===== config.mk =====
export PLATFORM = sky130hd
export DESIGN_NAME = weight_ram_ctrl_flat
export DESIGN_NICKNAME = d
export VERILOG_FILES = /design/src/rtl/weight_ram_ctrl_pkg.sv /design/src/rtl/weight_ram_ctrl_if.sv /design/src/rtl/weight_ram_ctrl_addr_gen.sv /design/src/rtl/weight_ram_ctrl.sv /design/src/flat_wrapper.sv
export SDC_FILE = /design/constraint.sdc
export NUM_CORES = 1
export LEC_CHECK = 0
export ABC_AREA = 1
export CELL_PAD_IN_SITES_DETAIL_PLACEMENT = 2
export CELL_PAD_IN_SITES_GLOBAL_PLACEMENT = 2
export CORE_MARGIN = 5
export CORE_UTILIZATION = 24
export DETAILED_ROUTE_END_ITERATION = 10
export PLACE_DENSITY_LB_ADDON = 0.1
export SLEW_MARGIN = 20
export SYNTH_ARGS = -nofsm -noshare
export SYNTH_HDL_FRONTEND = slang
export SYNTH_SLANG_ARGS = --single-unit
export TNS_END_PERCENT = 10

===== constraint.sdc =====
create_clock -name clk -period 1.9 [get_ports clk]
set_input_delay 0.57 -clock clk [delete_from_list [all_inputs] [get_ports clk]]
set_output_delay 0.57 -clock clk [all_outputs]
set_load 0.03 [all_outputs]

===== src/rtl/weight_ram_ctrl_pkg.sv =====
// Shared sizing and state encoding for the weight RAM sequencer.
package weight_ram_ctrl_pkg;
  localparam int BIT_WIDTH  = 8;
  localparam int NR_DEPTH   = 8;
  localparam int DEPTH_BITS = 3;
  localparam int NR_FEATURE = 6;
  localparam int FEAT_BITS  = 3;

  typedef enum logic [2:0] {
    ST_IDLE  = 3'd0,
    ST_LOAD  = 3'd1,
    ST_READY = 3'd2,
    ST_RD    = 3'd3,
    ST_RESP  = 3'd4
  } state_t;
endpackage


===== src/rtl/weight_ram_ctrl_if.sv =====
// Stream, filter-request and RAM-port signals of the weight RAM sequencer.
interface weight_ram_ctrl_if;
  import weight_ram_ctrl_pkg::*;

  logic                  load_start;
  logic [BIT_WIDTH-1:0]  data_in;
  logic                  data_in_valid;
  logic                  data_in_ready;
  logic                  load_done;
  logic                  loaded;
  logic                  filter_req;
  logic [DEPTH_BITS-1:0] filter_idx;
  logic                  filter_req_ready;
  logic                  weights_valid;
  logic                  weights_ack;
  logic                  ram_write_en;
  logic [DEPTH_BITS-1:0] ram_addr_depth_wr;
  logic [FEAT_BITS-1:0]  ram_addr_width_wr;
  logic [BIT_WIDTH-1:0]  ram_write_data;
  logic                  ram_read_en;
  logic [DEPTH_BITS-1:0] ram_addr_depth_rd;

  modport master (
    output load_start, data_in, data_in_valid, filter_req, filter_idx, weights_ack,
    input  data_in_ready, load_done, loaded, filter_req_ready, weights_valid,
           ram_write_en, ram_addr_depth_wr, ram_addr_width_wr, ram_write_data,
           ram_read_en, ram_addr_depth_rd
  );

  modport slave (
    input  load_start, data_in, data_in_valid, filter_req, filter_idx, weights_ack,
    output data_in_ready, load_done, loaded, filter_req_ready, weights_valid,
           ram_write_en, ram_addr_depth_wr, ram_addr_width_wr, ram_write_data,
           ram_read_en, ram_addr_depth_rd
  );
endinterface


===== src/rtl/weight_ram_ctrl_addr_gen.sv =====
// Column-major (feature, filter) write-address counter for the weight load.
module weight_ram_ctrl_addr_gen
  import weight_ram_ctrl_pkg::*;
(
  input  logic                  clk,
  input  logic                  reset,
  input  logic                  clear,
  input  logic                  step,
  output logic [FEAT_BITS-1:0]  feat,
  output logic [DEPTH_BITS-1:0] filt,
  output logic                  last
);
  localparam logic [FEAT_BITS-1:0]  FEAT_MAX = FEAT_BITS'(NR_FEATURE - 1);
  localparam logic [DEPTH_BITS-1:0] FILT_MAX = DEPTH_BITS'(NR_DEPTH - 1);

  always_ff @(posedge clk) begin
    if (reset || clear) begin
      feat <= '0;
      filt <= '0;
    end else if (step) begin
      if (feat == FEAT_MAX) begin
        feat <= '0;
        filt <= (filt == FILT_MAX) ? '0 : filt + 1'b1;
      end else begin
        feat <= feat + 1'b1;
      end
    end
  end

  assign last = (feat == FEAT_MAX) && (filt == FILT_MAX);
endmodule


===== src/rtl/weight_ram_ctrl.sv =====
// Weight RAM sequencer: serial load into the RAM, then per-filter reads for the conv engine.
//   state    | meaning
//   ST_IDLE  | no weight set; waiting for load_start
//   ST_LOAD  | accepting stream words, one RAM write per valid beat
//   ST_READY | weights loaded; accepting filter requests
//   ST_RD    | single-cycle RAM read of the latched filter
//   ST_RESP  | weights_valid held until weights_ack
module weight_ram_ctrl
  import weight_ram_ctrl_pkg::*;
(
  input  logic               clk,
  input  logic               reset,
  weight_ram_ctrl_if.slave   bus
);
  state_t                state_q, state_d;
  logic [DEPTH_BITS-1:0] req_idx_q;
  logic [DEPTH_BITS-1:0] wr_depth_hold_q, rd_depth_hold_q;
  logic [FEAT_BITS-1:0]  wr_width_hold_q;
  logic                  loaded_q, load_done_q;
  logic                  clear, step, latch, done_d;
  logic                  write_en, read_en;
  logic                  in_ready, req_ready, w_valid;
  logic                  last;
  logic                  idx_ok;
  logic [FEAT_BITS-1:0]  feat;
  logic [DEPTH_BITS-1:0] filt;

  weight_ram_ctrl_addr_gen u_addr_gen (
    .clk   (clk),
    .reset (reset),
    .clear (clear),
    .step  (step),
    .feat  (feat),
    .filt  (filt),
    .last  (last)
  );

  // Out-of-range indices only exist when NR_DEPTH is not a power of two.
  assign idx_ok = (32'(bus.filter_idx) < NR_DEPTH);

  always_comb begin
    state_d   = state_q;
    clear     = 1'b0;
    step      = 1'b0;
    latch     = 1'b0;
    done_d    = 1'b0;
    write_en  = 1'b0;
    read_en   = 1'b0;
    in_ready  = 1'b0;
    req_ready = 1'b0;
    w_valid   = 1'b0;
    case (state_q)
      ST_IDLE: begin
        if (bus.load_start) begin
          state_d = ST_LOAD;
          clear   = 1'b1;
        end
      end
      ST_LOAD: begin
        in_ready = 1'b1;
        if (bus.load_start) begin
          clear = 1'b1;
        end else if (bus.data_in_valid) begin
          write_en = 1'b1;
          step     = 1'b1;
          if (last) begin
            state_d = ST_READY;
            done_d  = 1'b1;
          end
        end
      end
      ST_READY: begin
        if (bus.load_start) begin
          state_d = ST_LOAD;
          clear   = 1'b1;
        end else begin
          req_ready = 1'b1;
          if (bus.filter_req && idx_ok) begin
            latch   = 1'b1;
            state_d = ST_RD;
          end
        end
      end
      ST_RD: begin
        read_en = 1'b1;
        state_d = ST_RESP;
      end
      ST_RESP: begin
        w_valid = 1'b1;
        if (bus.weights_ack) state_d = ST_READY;
      end
      default: state_d = ST_IDLE;
    endcase
  end

  always_ff @(posedge clk) begin
    if (reset) begin
      state_q         <= ST_IDLE;
      req_idx_q       <= '0;
      wr_depth_hold_q <= '0;
      wr_width_hold_q <= '0;
      rd_depth_hold_q <= '0;
      loaded_q        <= 1'b0;
      load_done_q     <= 1'b0;
    end else begin
      state_q     <= state_d;
      load_done_q <= done_d;
      if (done_d)     loaded_q  <= 1'b1;
      else if (clear) loaded_q  <= 1'b0;
      if (latch)      req_idx_q <= bus.filter_idx;
      if (write_en) begin
        wr_depth_hold_q <= filt;
        wr_width_hold_q <= feat;
      end
      if (read_en)    rd_depth_hold_q <= req_idx_q;
    end
  end

  // RAM addresses follow the live source only while the matching enable is high.
  assign bus.ram_write_en      = write_en;
  assign bus.ram_write_data    = bus.data_in;
  assign bus.ram_addr_depth_wr = write_en ? filt : wr_depth_hold_q;
  assign bus.ram_addr_width_wr = write_en ? feat : wr_width_hold_q;
  assign bus.ram_read_en       = read_en;
  assign bus.ram_addr_depth_rd = read_en ? req_idx_q : rd_depth_hold_q;
  assign bus.data_in_ready     = in_ready;
  assign bus.filter_req_ready  = req_ready;
  assign bus.weights_valid     = w_valid;
  assign bus.load_done         = load_done_q;
  assign bus.loaded            = loaded_q;
endmodule


===== src/flat_wrapper.sv =====
// flat-port wrapper written by rule: the top's interface ports become plain ports
module weight_ram_ctrl_flat import weight_ram_ctrl_pkg::*;
  (clk, reset, bus_load_start, bus_data_in, bus_data_in_valid, bus_filter_req, bus_filter_idx, bus_weights_ack, bus_data_in_ready, bus_load_done, bus_loaded, bus_filter_req_ready, bus_weights_valid, bus_ram_write_en, bus_ram_addr_depth_wr, bus_ram_addr_width_wr, bus_ram_write_data, bus_ram_read_en, bus_ram_addr_depth_rd);
  weight_ram_ctrl_if bus_i ();
  input  logic clk;
  input  logic reset;
  input wire logic [$bits(bus_i.load_start)-1:0] bus_load_start;
  input wire logic [$bits(bus_i.data_in)-1:0] bus_data_in;
  input wire logic [$bits(bus_i.data_in_valid)-1:0] bus_data_in_valid;
  input wire logic [$bits(bus_i.filter_req)-1:0] bus_filter_req;
  input wire logic [$bits(bus_i.filter_idx)-1:0] bus_filter_idx;
  input wire logic [$bits(bus_i.weights_ack)-1:0] bus_weights_ack;
  output wire logic [$bits(bus_i.data_in_ready)-1:0] bus_data_in_ready;
  output wire logic [$bits(bus_i.load_done)-1:0] bus_load_done;
  output wire logic [$bits(bus_i.loaded)-1:0] bus_loaded;
  output wire logic [$bits(bus_i.filter_req_ready)-1:0] bus_filter_req_ready;
  output wire logic [$bits(bus_i.weights_valid)-1:0] bus_weights_valid;
  output wire logic [$bits(bus_i.ram_write_en)-1:0] bus_ram_write_en;
  output wire logic [$bits(bus_i.ram_addr_depth_wr)-1:0] bus_ram_addr_depth_wr;
  output wire logic [$bits(bus_i.ram_addr_width_wr)-1:0] bus_ram_addr_width_wr;
  output wire logic [$bits(bus_i.ram_write_data)-1:0] bus_ram_write_data;
  output wire logic [$bits(bus_i.ram_read_en)-1:0] bus_ram_read_en;
  output wire logic [$bits(bus_i.ram_addr_depth_rd)-1:0] bus_ram_addr_depth_rd;
  assign bus_i.load_start = bus_load_start;
  assign bus_i.data_in = bus_data_in;
  assign bus_i.data_in_valid = bus_data_in_valid;
  assign bus_i.filter_req = bus_filter_req;
  assign bus_i.filter_idx = bus_filter_idx;
  assign bus_i.weights_ack = bus_weights_ack;
  assign bus_data_in_ready = bus_i.data_in_ready;
  assign bus_load_done = bus_i.load_done;
  assign bus_loaded = bus_i.loaded;
  assign bus_filter_req_ready = bus_i.filter_req_ready;
  assign bus_weights_valid = bus_i.weights_valid;
  assign bus_ram_write_en = bus_i.ram_write_en;
  assign bus_ram_addr_depth_wr = bus_i.ram_addr_depth_wr;
  assign bus_ram_addr_width_wr = bus_i.ram_addr_width_wr;
  assign bus_ram_write_data = bus_i.ram_write_data;
  assign bus_ram_read_en = bus_i.ram_read_en;
  assign bus_ram_addr_depth_rd = bus_i.ram_addr_depth_rd;
  weight_ram_ctrl u_core (.clk(clk), .reset(reset), .bus(bus_i));
endmodule

# Word level (Yosys, flattened, before mapping)
# Cells that the tools add are included.
dict set report classes {
  eq_ne 12
  n_addsub 2
  n_mux 32
  n_reduce_logical 7
}
# operator n
set op_table {}
lappend op_table {{2-to-1 mux 3 bit} 12}
lappend op_table {{2-to-1 mux 1 bit} 19}
lappend op_table {{one-hot mux 3 bit (5 select lines)} 1}
lappend op_table {{equality test 3 bit, second input constant} 3}
lappend op_table {{!= test 2 bit, second input constant} 4}
lappend op_table {{adder 3 x 1 -> 3 bit, second input constant} 2}
lappend op_table {{equality test 3 x 2 -> 1 bit, second input constant} 2}
lappend op_table {{AND reduction 6 bit} 1}
lappend op_table {{equality test 3 x 1 -> 1 bit, second input constant} 1}
lappend op_table {{zero test 3 bit} 1}
lappend op_table {{!= test 3 bit, second input constant} 1}
lappend op_table {{OR reduction 3 bit} 1}
lappend op_table {{!= test 2 x 1 -> 1 bit, second input constant} 1}
lappend op_table {{AND reduction 2 bit} 1}
lappend op_table {{nonzero test 2 bit} 1}
lappend op_table {{logical AND 1 bit} 1}
lappend op_table {{logical OR 1 bit} 1}
dict set report word_totals {
  regBits 23
  input_bits 17
  output_inout_bits 24
  word_cells 62
}

# Logic depth before layout (Yosys ltp)
# Gate-level depths: netlist of run 1.
dict set report depth {
  word_depth 7
  mapped_depth 8
  ltp_nobuf 8
}

# Modules after synthesis
# A second synthesis of run 1 with hierarchy kept.
dict set report unflattened {
  hier_cells 169
  hier_area_um2 1183.6
}
# mod area_each_um2 seq_area_each_um2 n_inst cells_each
set by_module_without_submodules {}
lappend by_module_without_submodules {weight_ram_ctrl 879.6 340.3 1 126}
lappend by_module_without_submodules {weight_ram_ctrl_addr_gen 304.0 120.1 1 43}

# Worst setup path before layout of run 1
# OpenSTA, ideal clock, no wires.
dict set report synth_path {
  path_type {input to output}
  start {input port bus_load_start}
  end {output port bus_ram_addr_depth_wr[0]}
  path_buffers 1
  cell_stages 7
  t_required_ns 1.330
  path_slack_ns -0.222
  arrival_ns 1.552
  cell_sequence {inv_2 > nand2_1 > inv_2 > nand2_8 > buf_12 > nor2_2 > a21oi_1}
}
dict set report synth_between {
  elab_chain_len 3
}
# item line_no
set synth_lines {}
lappend synth_lines {{start, declared} flat_wrapper.sv:7} ;# input wire logic [$bits(bus_i.load_start)-1:0] bus_load_start;
lappend synth_lines {{2-to-1 mux 1 bit} weight_ram_ctrl.sv:61} ;# if (bus.load_start) begin
lappend synth_lines {{2-to-1 mux 1 bit} weight_ram_ctrl.sv:52} ;# case (state_q)
lappend synth_lines {{2-to-1 mux 3 bit} weight_ram_ctrl.sv:122} ;# assign bus.ram_addr_depth_wr = write_en ? filt : wr_depth_hold_q;
lappend synth_lines {{end, declared} flat_wrapper.sv:19} ;# output wire logic [$bits(bus_i.ram_addr_depth_wr)-1:0] bus_ram_addr_depth_wr;
# No other way between the ends.

# Worst setup path after layout of run 1
dict set report layout_path {
  start {register u_core.state_q[2]}
  end {output port bus_ram_addr_depth_wr[0]}
}
dict set report layout_between {
  elab_chain_len 3
}
# item line_no
set layout_lines {}
lappend layout_lines {{start, declared} weight_ram_ctrl.sv:15} ;# state_t state_q, state_d;
lappend layout_lines {{start signal, assigned} weight_ram_ctrl.sv:106} ;# state_q <= state_d;
lappend layout_lines {{equality test 3 x 1 -> 1 bit} weight_ram_ctrl.sv:52}
lappend layout_lines {{2-to-1 mux 1 bit} weight_ram_ctrl.sv:52}
lappend layout_lines {{2-to-1 mux 3 bit} weight_ram_ctrl.sv:122}
# No other way between the ends.

==> results of run 1 <==
## layout make-up
cell class / instances / area share
Clock buffer: 3 / 0.02276
Clock inverter: 1 / 0.002759
Inverter: 21 / 0.05172
Multi-Input combinational cell: 98 / 0.3393
Sequential cell: 23 / 0.2559
Tap cell: 67 / 0.04621
Timing Repair Buffer: 55 / 0.2814
## report_power, final
| group | internal (mW) | switching (mW) | total (mW) | leakage [nW] |
|---|---|---|---|---|
| sequential | 0.538 | 0.0323 | 0.571 | 0.187 |
| clock | 0.147 | 0.173 | 0.320 | 0.0255 |
| combinational | 0.463 | 0.542 | 1.00 | 0.634 |
## per-layer routing
layer / vias up / wire length (um) / global-route usage
li1: 572 / - / -
met1: 543 / 1381 / 0.1298
met2: 12 / 2056 / 0.2487
met3: 4 / 129 / 0.02144
met4: 0 / 19 / 0.02749
met5: - / 0 / 0
## critical path, stage by stage (launching register included)
cell     delay, ns
dfxtp_2       0.35
buf_6         0.12
inv_4         0.05
nand3_4       0.11
inv_6         0.11
nand2_8       0.07
buf_12        0.13
a21oi_4       0.13
buf_12        0.13
## final timing paths
path	endpoint	slack, ns	from
setup reg to reg	u_core.state_q[0]	0.26	u_core.u_addr_gen.filt[0]
hold / removal	u_core.bus.loaded	0.47	u_core.bus.loaded
setup / recovery	bus_ram_addr_depth_wr[0]	-0.14	u_core.state_q[2]
hold reg to reg	u_core.bus.loaded	0.47	u_core.bus.loaded
## synthesized netlist by cell type (all sizes together)
cell / n
o21ai: 14
nor2: 26
inv: 21
nand3: 6
o21bai: 1
dfxtp: 23
a21oi: 10
a211oi: 2
nor3: 1
a31oi: 1
ha: 2
and2: 1
or2: 6
buf: 10
a21o: 1
nand4: 1
nand2: 25
## registers in the layout, indices dropped and copies added (netlist names), 3 cells and up
register	cells
u_core.wr_width_hold_q	3
u_core.state_q	3
u_core.req_idx_q	3
u_core.u_addr_gen.feat	3
u_core.wr_depth_hold_q	3
u_core.rd_depth_hold_q	3
u_core.u_addr_gen.filt	3
## what timing repair did
item,in CTS,in global routing
endpoints found under the hold margin,0,0
setup buffers,5,2
endpoints found under the setup margin,11,12
resized for setup,47,9
cloned,1,0
pin swaps,5,3
## stage by stage
step / utilization / cells / setup TNS [ns] / worst slack (ns)
after floorplan: - / 151 / -0.1315 / -0.04345
after global placement: 0.3364 / 256 / -4.317 / -0.5344
after detailed placement: 0.3364 / 256 / -5.130 / -0.6135
after CTS: 0.3807 / 266 / -1.268 / -0.1655
after global routing: 0.3841 / 268 / -1.730 / -0.2058
final: 0.3841 / 268 / -0.9154 / -0.1447
## cells by family after synthesis
kind of cell,after synthesis,share of synthesized area
buffers and inverters,31,0.1416
AOI/OAI and AO/OA,29,0.1524
adders and majority gates,2,0.02146
DFF,23,0.3948
and+or+nand+nor,66,0.2897
==> qor.yml, run 1 <==
fmax_mhz: 489.1
maxCapViolations: 0
ant_nets: 0
nets: 221
cts.htree.levels: 1
synth.top_cells.by_area: "dfxtp_1, nand2_1, nor2_1, buf_4, inv_1"
hold_viol: 0
syn_area_per_cell_um2: 7.723
hold_depth: 1
gp_congestion: 0.7352
finalPower_mw: 1.895
place_hpwl_mm: 2.799
synth_fp_nets: 170
cts_tree: "done"
route.vias.total: 1131
grt_max_degree: 14
first_iter_violations: 24
power_leakage_nw: 0.8469
cp-end-kind: "output port"
cts.sink_count: 23
grt_use_total: 0.1233
netlist_instances: 151
grt_antenna_before_repair: 0
core_mm2: 0.004723
rr_worst_depth: 7
drt_wl_total_mm: 3.586
max-slew-margin-rel: 0.7721
final_common_cell: "buf_4"
final_cell_mix: "buf_4, nor2_1, dfxtp_1"
numCtsBuffers: 3
fillers: 532
max-clock-path-buffers: 2
powerDensity_mw_per_mm2: 1045
fin_ws_ns: -0.1447
dieWidth_um: 79.71
portBuffers: 24
wire_per_inst_um: 13.38
clock_latency_ns: 0.26
die_area_mm2: 0.006353
min_path_type: "flop to flop"
fin_crit_ns: 2.045
fp-row-count: 25
period_share: 1.076
yosysUniqueCellTypes: 29
critPathKind: "flop to output port"
dr.pass1.iters: 2
multi_input_area_um2: 615.6
fin_area_mm2: 0.001814
setup_viol: 9
critPathRequiredTime_ns: 1.33
skew_ns: 0.002224
rsz0062_at_grt: "true"
grt_pass1_vias: 1309
netlist_area_mm2: 0.001166
grt-ovfl-total: 0
syn2layout_area_growth_pct: 55.58
yosysTopAreaCellShare: 0.3948
die_y_um: 79.71
hold_buffers: 0
drive_gt1_frac: 0.4726
arrival_ns: 1.47
start_util: 0.2469
worst_pin_slew_ns: 0.3413
grt_pass1_wl_mm: 6.147
drv_slew: 0
yosysTopAreaCell: "dfxtp_1"
failed_checks: "negative setup slack"
path_clk_slew_ns: 0.09
ir_drop_mv: 0.3812
startpoint_type: "flop"
placed_cell_area_mm2: 0.001589
diodes: 0
vias_per_cell: 4.220
status: "finished with violations"
boundaryPins: 41
seq_area_frac_synth: 0.3948
root_buffer: "clkbuf_8"
drc_errors: 0
yosys_warnings: 0
ys_ff_latch: 23
hold_ws_ns: 0.4692
register_area_um2: 464.2
worstPathMaxFanout: 5
Power figures use the tool's default switching activity.
==> run 2: changes to the inputs <==
--- a/config.mk
+++ b/config.mk
@@ -11,8 +11,8 @@
 export CORE_MARGIN = 5
 export CORE_UTILIZATION = 24
 export DETAILED_ROUTE_END_ITERATION = 10
+export GPL_ROUTABILITY_DRIVEN = 0
 export PLACE_DENSITY_LB_ADDON = 0.1
-export SLEW_MARGIN = 20
 export SYNTH_ARGS = -nofsm -noshare
 export SYNTH_HDL_FRONTEND = slang
 export SYNTH_SLANG_ARGS = --single-unit
==> results of run 2 <==
No change in the layout: final DEF, timing and power equal those of run 1.
==> patch 1: new RTL, settings of run 2 <==
Make the reset (`reset`) asynchronous in one clocked block.
--- a/src/rtl/weight_ram_ctrl.sv
+++ b/src/rtl/weight_ram_ctrl.sv
@@ -93,7 +93,7 @@
     endcase
   end
 
-  always_ff @(posedge clk) begin
+  always_ff @(posedge clk or posedge reset) begin
     if (reset) begin
       state_q         <= ST_IDLE;
       req_idx_q       <= '0;
Behaviour: differs if reset is asserted again (counterexample within 4 cycles, from zero or initial values and one cycle with reset high); with reset held inactive, the same outputs for 10 cycles.
==> patch 1 against run 2 <==
- the flow still finishes with violations (negative setup slack)
- clock power about the same
- wire length increased by 1.2%
- worst setup slack improved by 0.012 ns
- sequential share of layout area increased by 6.9 points
- non-clock buffer count decreased by 13
- sequential power increased by 16%
- combinational power increased by 4%
- cell area decreased by 6.7%
- synthesized area decreased by 1.3%
- maximum frequency increased by 0.58%
- power increased by 6.4%
- sequential cell count unchanged
- largest power group unchanged
==> patch 1: results (changes against run 2) <==
hold path depth - 2 (+1)
Hold Crit Start - u_core.rd_depth_hold_q[0]$_DFF_PP0_
synth cell count leaders - nand2_1 (51), dfrtp_1 (17), inv_1 (14)
routed wl met2 - 2022 um (-1.7%)
global routing usage on met3 - 0.02721 (+0.005766)
synth top area cells - dfrtp_1 (37%), nand2_1 (17%), dfxtp_1 (10%)
Final Worst Setup Slack - -0.1329 ns (+0.01184 ns)
Hold Slack - 0.4910 ns (+0.02185 ns)
met1 WL - 1445 um (+4.6%)
Setup Skew - 0.002023 ns (-0.0002011 ns)
violated checks - negative setup slack
critical-path maximum fanout - 6 (+1)
mux cell area share after synthesis - 0 (unchanged)
flop2flop setup slack - 0.49 ns (+0.23 ns)
DPL Wire Length - 2706 um (-3.3%)
slowest stage cell, crit path - dfrtp_2
GRT Util Overall - 0.1261 (+0.002753)
clock network power share - 0.158 (-0.011)
Post-Syn Nets - 161 (-5.3%)
# nets final - 200 (-9.5%)
top sig layer - met4
Synth Area in Compound Gates - 0.05217 (-0.1002)
status - finished with violations
Combinational Power Share - 0.513 (-0.017)
met3 wire len - 141 um (+9.3%)
deepest clock path buffer count - 2 (unchanged)
1st-pass router iterations - 4 (+2)
initial antenna violation count - 0 (unchanged)
DRT Wirelength - 3628 um (+1.2%)
largest net degree at the start of global routing - 18 (+4)
crit-path max cell delay - 0.44 ns (+0.09 ns)
Top delay family on crit path - flip-flops
vias in the first global route - 1,213 (-7.3%)
Via Count - 1,041 (-8.0%)
top_reg_cell synth - dfrtp_1
setup TNS - -1.128 ns (-0.2128 ns)
first-pass GRT wire length - 6058 um (-1.4%)
sequential element share of the synthesized area - 0.4739 (+0.07906)
area share of fa/ha/maj cells after synthesis - 0.02174 (+0.0002799)
Comb power - 0.00104 W (+4%)
Clk pin slew, worst setup/hold paths - 0.09 ns (about the same)
final setup vio count - 12 (+3)
share of cells above drive strength 1 - 0.3778 (-0.09486)
Cell variety after synth - 21 (-28%)
Post-synth ARST share - 0.7391 (+0.7391)
1st-iter DRT viols - 24 (unchanged)
switch share - 0.4234 (+0.02916)
maximum VDD drop - 0.3381 mV (-11%)
Pleak - 0.8430 nW (-0.46%)
M1 GR Usage - 0.1465 (+0.01676)
Slew @ Worst Pin - 0.3196 ns (-0.02166 ns)
Reg-to-Reg End - u_core.u_addr_gen.feat[0]$_SDFFE_PP0P_
layout filler cell count - 540 (+1.5%)
Min-Delay Endpoint - u_core.rd_depth_hold_q[0]$_DFF_PP0_
Reg-to-Reg Start - u_core.state_q[1]$_DFFE_PP0P_
M2 GR Usage - 0.2290 (-0.01979)
## patch 1: cell count changes after synthesis, sizes merged, moves of 2 or more
cell | run 2 | this run
o21ai | 14 | 6
dfxtp | 23 | 6
a211oi | 2 | 0
nand3 | 6 | 12
nand3b | 0 | 2
nor2 | 26 | 14
a21oi | 10 | 3
dfrtp | 0 | 17
nand2 | 25 | 53
inv | 21 | 15
or2 | 6 | 1
## patch 1: stage by stage
stage            util  cells  setup slack, ns  area (um^2)
4_1_cts        0.3528    230          -0.1897         1655
6_report       0.3608    234          -0.1329         1693
3_3_place_gp   0.3096    220          -0.5010         1453
5_1_grt        0.3608    234          -0.2224         1693
2_1_floorplan       -    142         -0.01149         1184
3_5_place_dp   0.3096    220          -0.5405         1453
## patch 1: worst max-delay path by stage
stage	startpoint	end	slack (ns)
after floorplan	bus_load_start	bus_ram_addr_depth_wr[0]	-0.01
after global placement	bus_load_start	bus_ram_addr_depth_wr[2]	-0.50
after detailed placement	bus_load_start	bus_ram_addr_width_wr[2]	-0.54
after CTS	u_core.state_q[2]$_DFFE_PP0P_	bus_ram_addr_width_wr[2]	-0.19
after global routing	u_core.state_q[1]$_DFFE_PP0P_	bus_ram_addr_width_wr[0]	-0.22
final	u_core.state_q[2]$_DFFE_PP0P_	bus_ram_addr_width_wr[2]	-0.13
## patch 1: what timing repair did
action | CTS | global route
setup buffers | 5 | 4
pin swaps | 6 | 4
gates resized for setup | 31 | 7
endpoints found under the hold margin | 0 | 0
gates cloned | 1 | 0
endpoints found under the setup margin | 13 | 13
## patch 1: area by class of cell
type                            instances  share of cell area
Inverter                               15             0.03474
Multi-Input combinational cell         96              0.3452
Tap cell                               54             0.03991
Sequential cell                        23              0.3245
Clock buffer                            4             0.02661
Timing Repair Buffer                   42              0.2291
==> patch 2: new RTL, flow settings as in run 2 <==
Made on the original files. The package constant `BIT_WIDTH` goes from 8 to 12.
--- a/src/rtl/weight_ram_ctrl_pkg.sv
+++ b/src/rtl/weight_ram_ctrl_pkg.sv
@@ -1,6 +1,6 @@
 // Shared sizing and state encoding for the weight RAM sequencer.
 package weight_ram_ctrl_pkg;
-  localparam int BIT_WIDTH  = 8;
+  localparam int BIT_WIDTH  = 12;
   localparam int NR_DEPTH   = 8;
   localparam int DEPTH_BITS = 3;
   localparam int NR_FEATURE = 6;
Interface: changed (resized bus_data_in and bus_ram_write_data); port bits go from 41 to 49. No check against the original RTL was run, so the function may have changed too.
==> patch 2 against run 2 <==
- power shrank 2.4%
- first-iteration DRC count decreased by 33%
- cell area is 0.97% lower
- worst setup slack gained 0.078 ns
- highest routed layer unchanged
- die area increased by 2.2%
- wire length up 2.6%
- the run still ends with negative setup slack left
- synthesized area up 2.6%
- critical path type is now in2out
- sequential cell count stayed put
==> patch 2: results (changes against run 2) <==
status - finished with violations
violated checks - negative setup slack
met1 WL - 1377 um (-0.29%)
GRT Util Overall - 0.1237 (+0.0003094)
Post-synth ARST share - 0 (unchanged)
mux cell area share after synthesis - 0 (unchanged)
Via density - 4.342 (+2.9%)
cts bufs inserted - 3 (unchanged)
placed cell area - 1499 um^2 (-5.7%)
XOR/XNOR share of the synthesized area - 0 (unchanged)
layout filler cell count - 565 (+6.2%)
Ys Warns - 0 (unchanged)
vias in the first global route - 1,320 (+0.84%)
Setup Skew - 0.005911 ns (+0.003687 ns)
Top delay family on crit path - buffers and inverters
routed wl met2 - 2137 um (+3.9%)
sequential element share of the synthesized area - 0.3849 (-0.009913)
placed cell count - 248 (-3.1%)
setup TNS - -0.4288 ns (+0.4866 ns)
Layout Cells excl Fill - 266 (-0.75%)
final setup vio count - 10 (+1)
critical path arrival - 1.40 ns (-0.07 ns)
later-pin clock latency in the skew report - 0.26 ns (about the same)
Seq pwr share - 0.317 (+0.016)
maximum VDD drop - 0.4270 mV (+12%)
Final Hold Viols - 0 (unchanged)
CTS H-Tree Depth - 1 (unchanged)
Post-Syn Nets - 178 (+4.7%)
Internal Pwr Total - 0.001113 W (-3.0%)
DRT Wirelength - 3679 um (+2.6%)
area share of fa/ha/maj cells after synthesis - 0.02092 (-0.0005387)
Cell variety after synth - 29 (unchanged)
1st-pass router iterations - 2 (unchanged)
slowest stage cell, crit path - buf_6
crit-path max cell delay - 0.14 ns (-0.21 ns)
share of cells above drive strength 1 - 0.4623 (-0.01033)
first-pass GRT wire length - 6285 um (+2.2%)
Final Worst Setup Slack - -0.06656 ns (+0.07818 ns)
initial antenna violation count - 0 (unchanged)
slew margin rel. - 0.7933 (+0.02125)
Ant. Diodes - 0 (unchanged)
synth top area cells - dfxtp_1 (38%), buf_4 (7.5%), nand2_1 (6.6%)
Port-buffer cells - 24 (unchanged)
DPL Wire Length - 2749 um (-1.8%)
Clk pin slew, worst setup/hold paths - 0.08 ns
synth cell count leaders - dfxtp_1 (23), nand2_1 (21), nor2_1 (20)
met3 wire len - 147 um (+14%)
largest net degree at the start of global routing - 13 (-1)
# nets final - 223 (+0.90%)
critical-path maximum fanout - 8 (+3)
dpl ws - -0.6156 ns (-0.002083 ns)
Pleak - 0.8124 nW (-4.1%)
1st-iter DRT viols - 16 (-33%)
Synth Area in Compound Gates - 0.1485 (-0.003825)
syn avg cell area - 7.717 um^2 (about the same)
patch 2: cells by family (layout without fill, tap and decap cells):
| kind of cell | Yosys count | in the layout |
|---|---|---|
| flops | 23 | 23 |
| fa+ha+maj | 2 | 2 |
| compound gates | 29 | 29 |
| simple gates | 66 | 67 |
| buf+inv | 35 | 78 |
patch 2: worst paths after layout:
path / slack [ns] / cells past startpoint / endpoint / from
max: -0.07 / 8 / bus_ram_addr_depth_wr[0] / bus_load_start
min: 0.48 / 1 / u_core.bus.loaded$_SDFFE_PP0P_ / u_core.bus.loaded$_SDFFE_PP0P_
min reg2reg: 0.48 / 1 / u_core.bus.loaded$_SDFFE_PP0P_ / u_core.bus.loaded$_SDFFE_PP0P_
max reg2reg: 0.32 / 7 / u_core.state_q[0]$_SDFFE_PP0P_ / u_core.u_addr_gen.filt[0]$_SDFFE_PP0P_
patch 2: power groups by stage:
stage	Combinational, W	Clock, W	Sequential, W
CTS	0.000955	0.000329	0.000588
global route	0.00104	0.000348	0.000594
floorplan	0.000524	0	0.000576
finish	0.000950	0.000313	0.000587
global placement	0.000714	0	0.000582
detailed placement	0.000739	0	0.000584
patch 2: what timing repair did:
item                                    CTS  global route
endpoints found under the setup margin   11            11
hold buffers                              0             0
cloned                                    1             0
setup buffers                            13             0
pin swaps                                 8             0
gates resized for setup                  47             2
patch 2: layout make-up:
cell class                 instances  area, um^2  area share
timing repair buffer              53       483.0      0.2688
sequential                        23       466.7      0.2597
multi-input combinational         98       624.3      0.3475
inverter                          21       93.84     0.05223
clock buffer                       4       45.04     0.02507
tap                               67       83.83     0.04666
patch 2: layer usage:
metal / vias to the layer above / track usage
li1: 568 / -
met3: 4 / 0.02578
met2: 22 / 0.2533
met1: 561 / 0.1247
met4: 0 / 0.02703
met5: - / 0
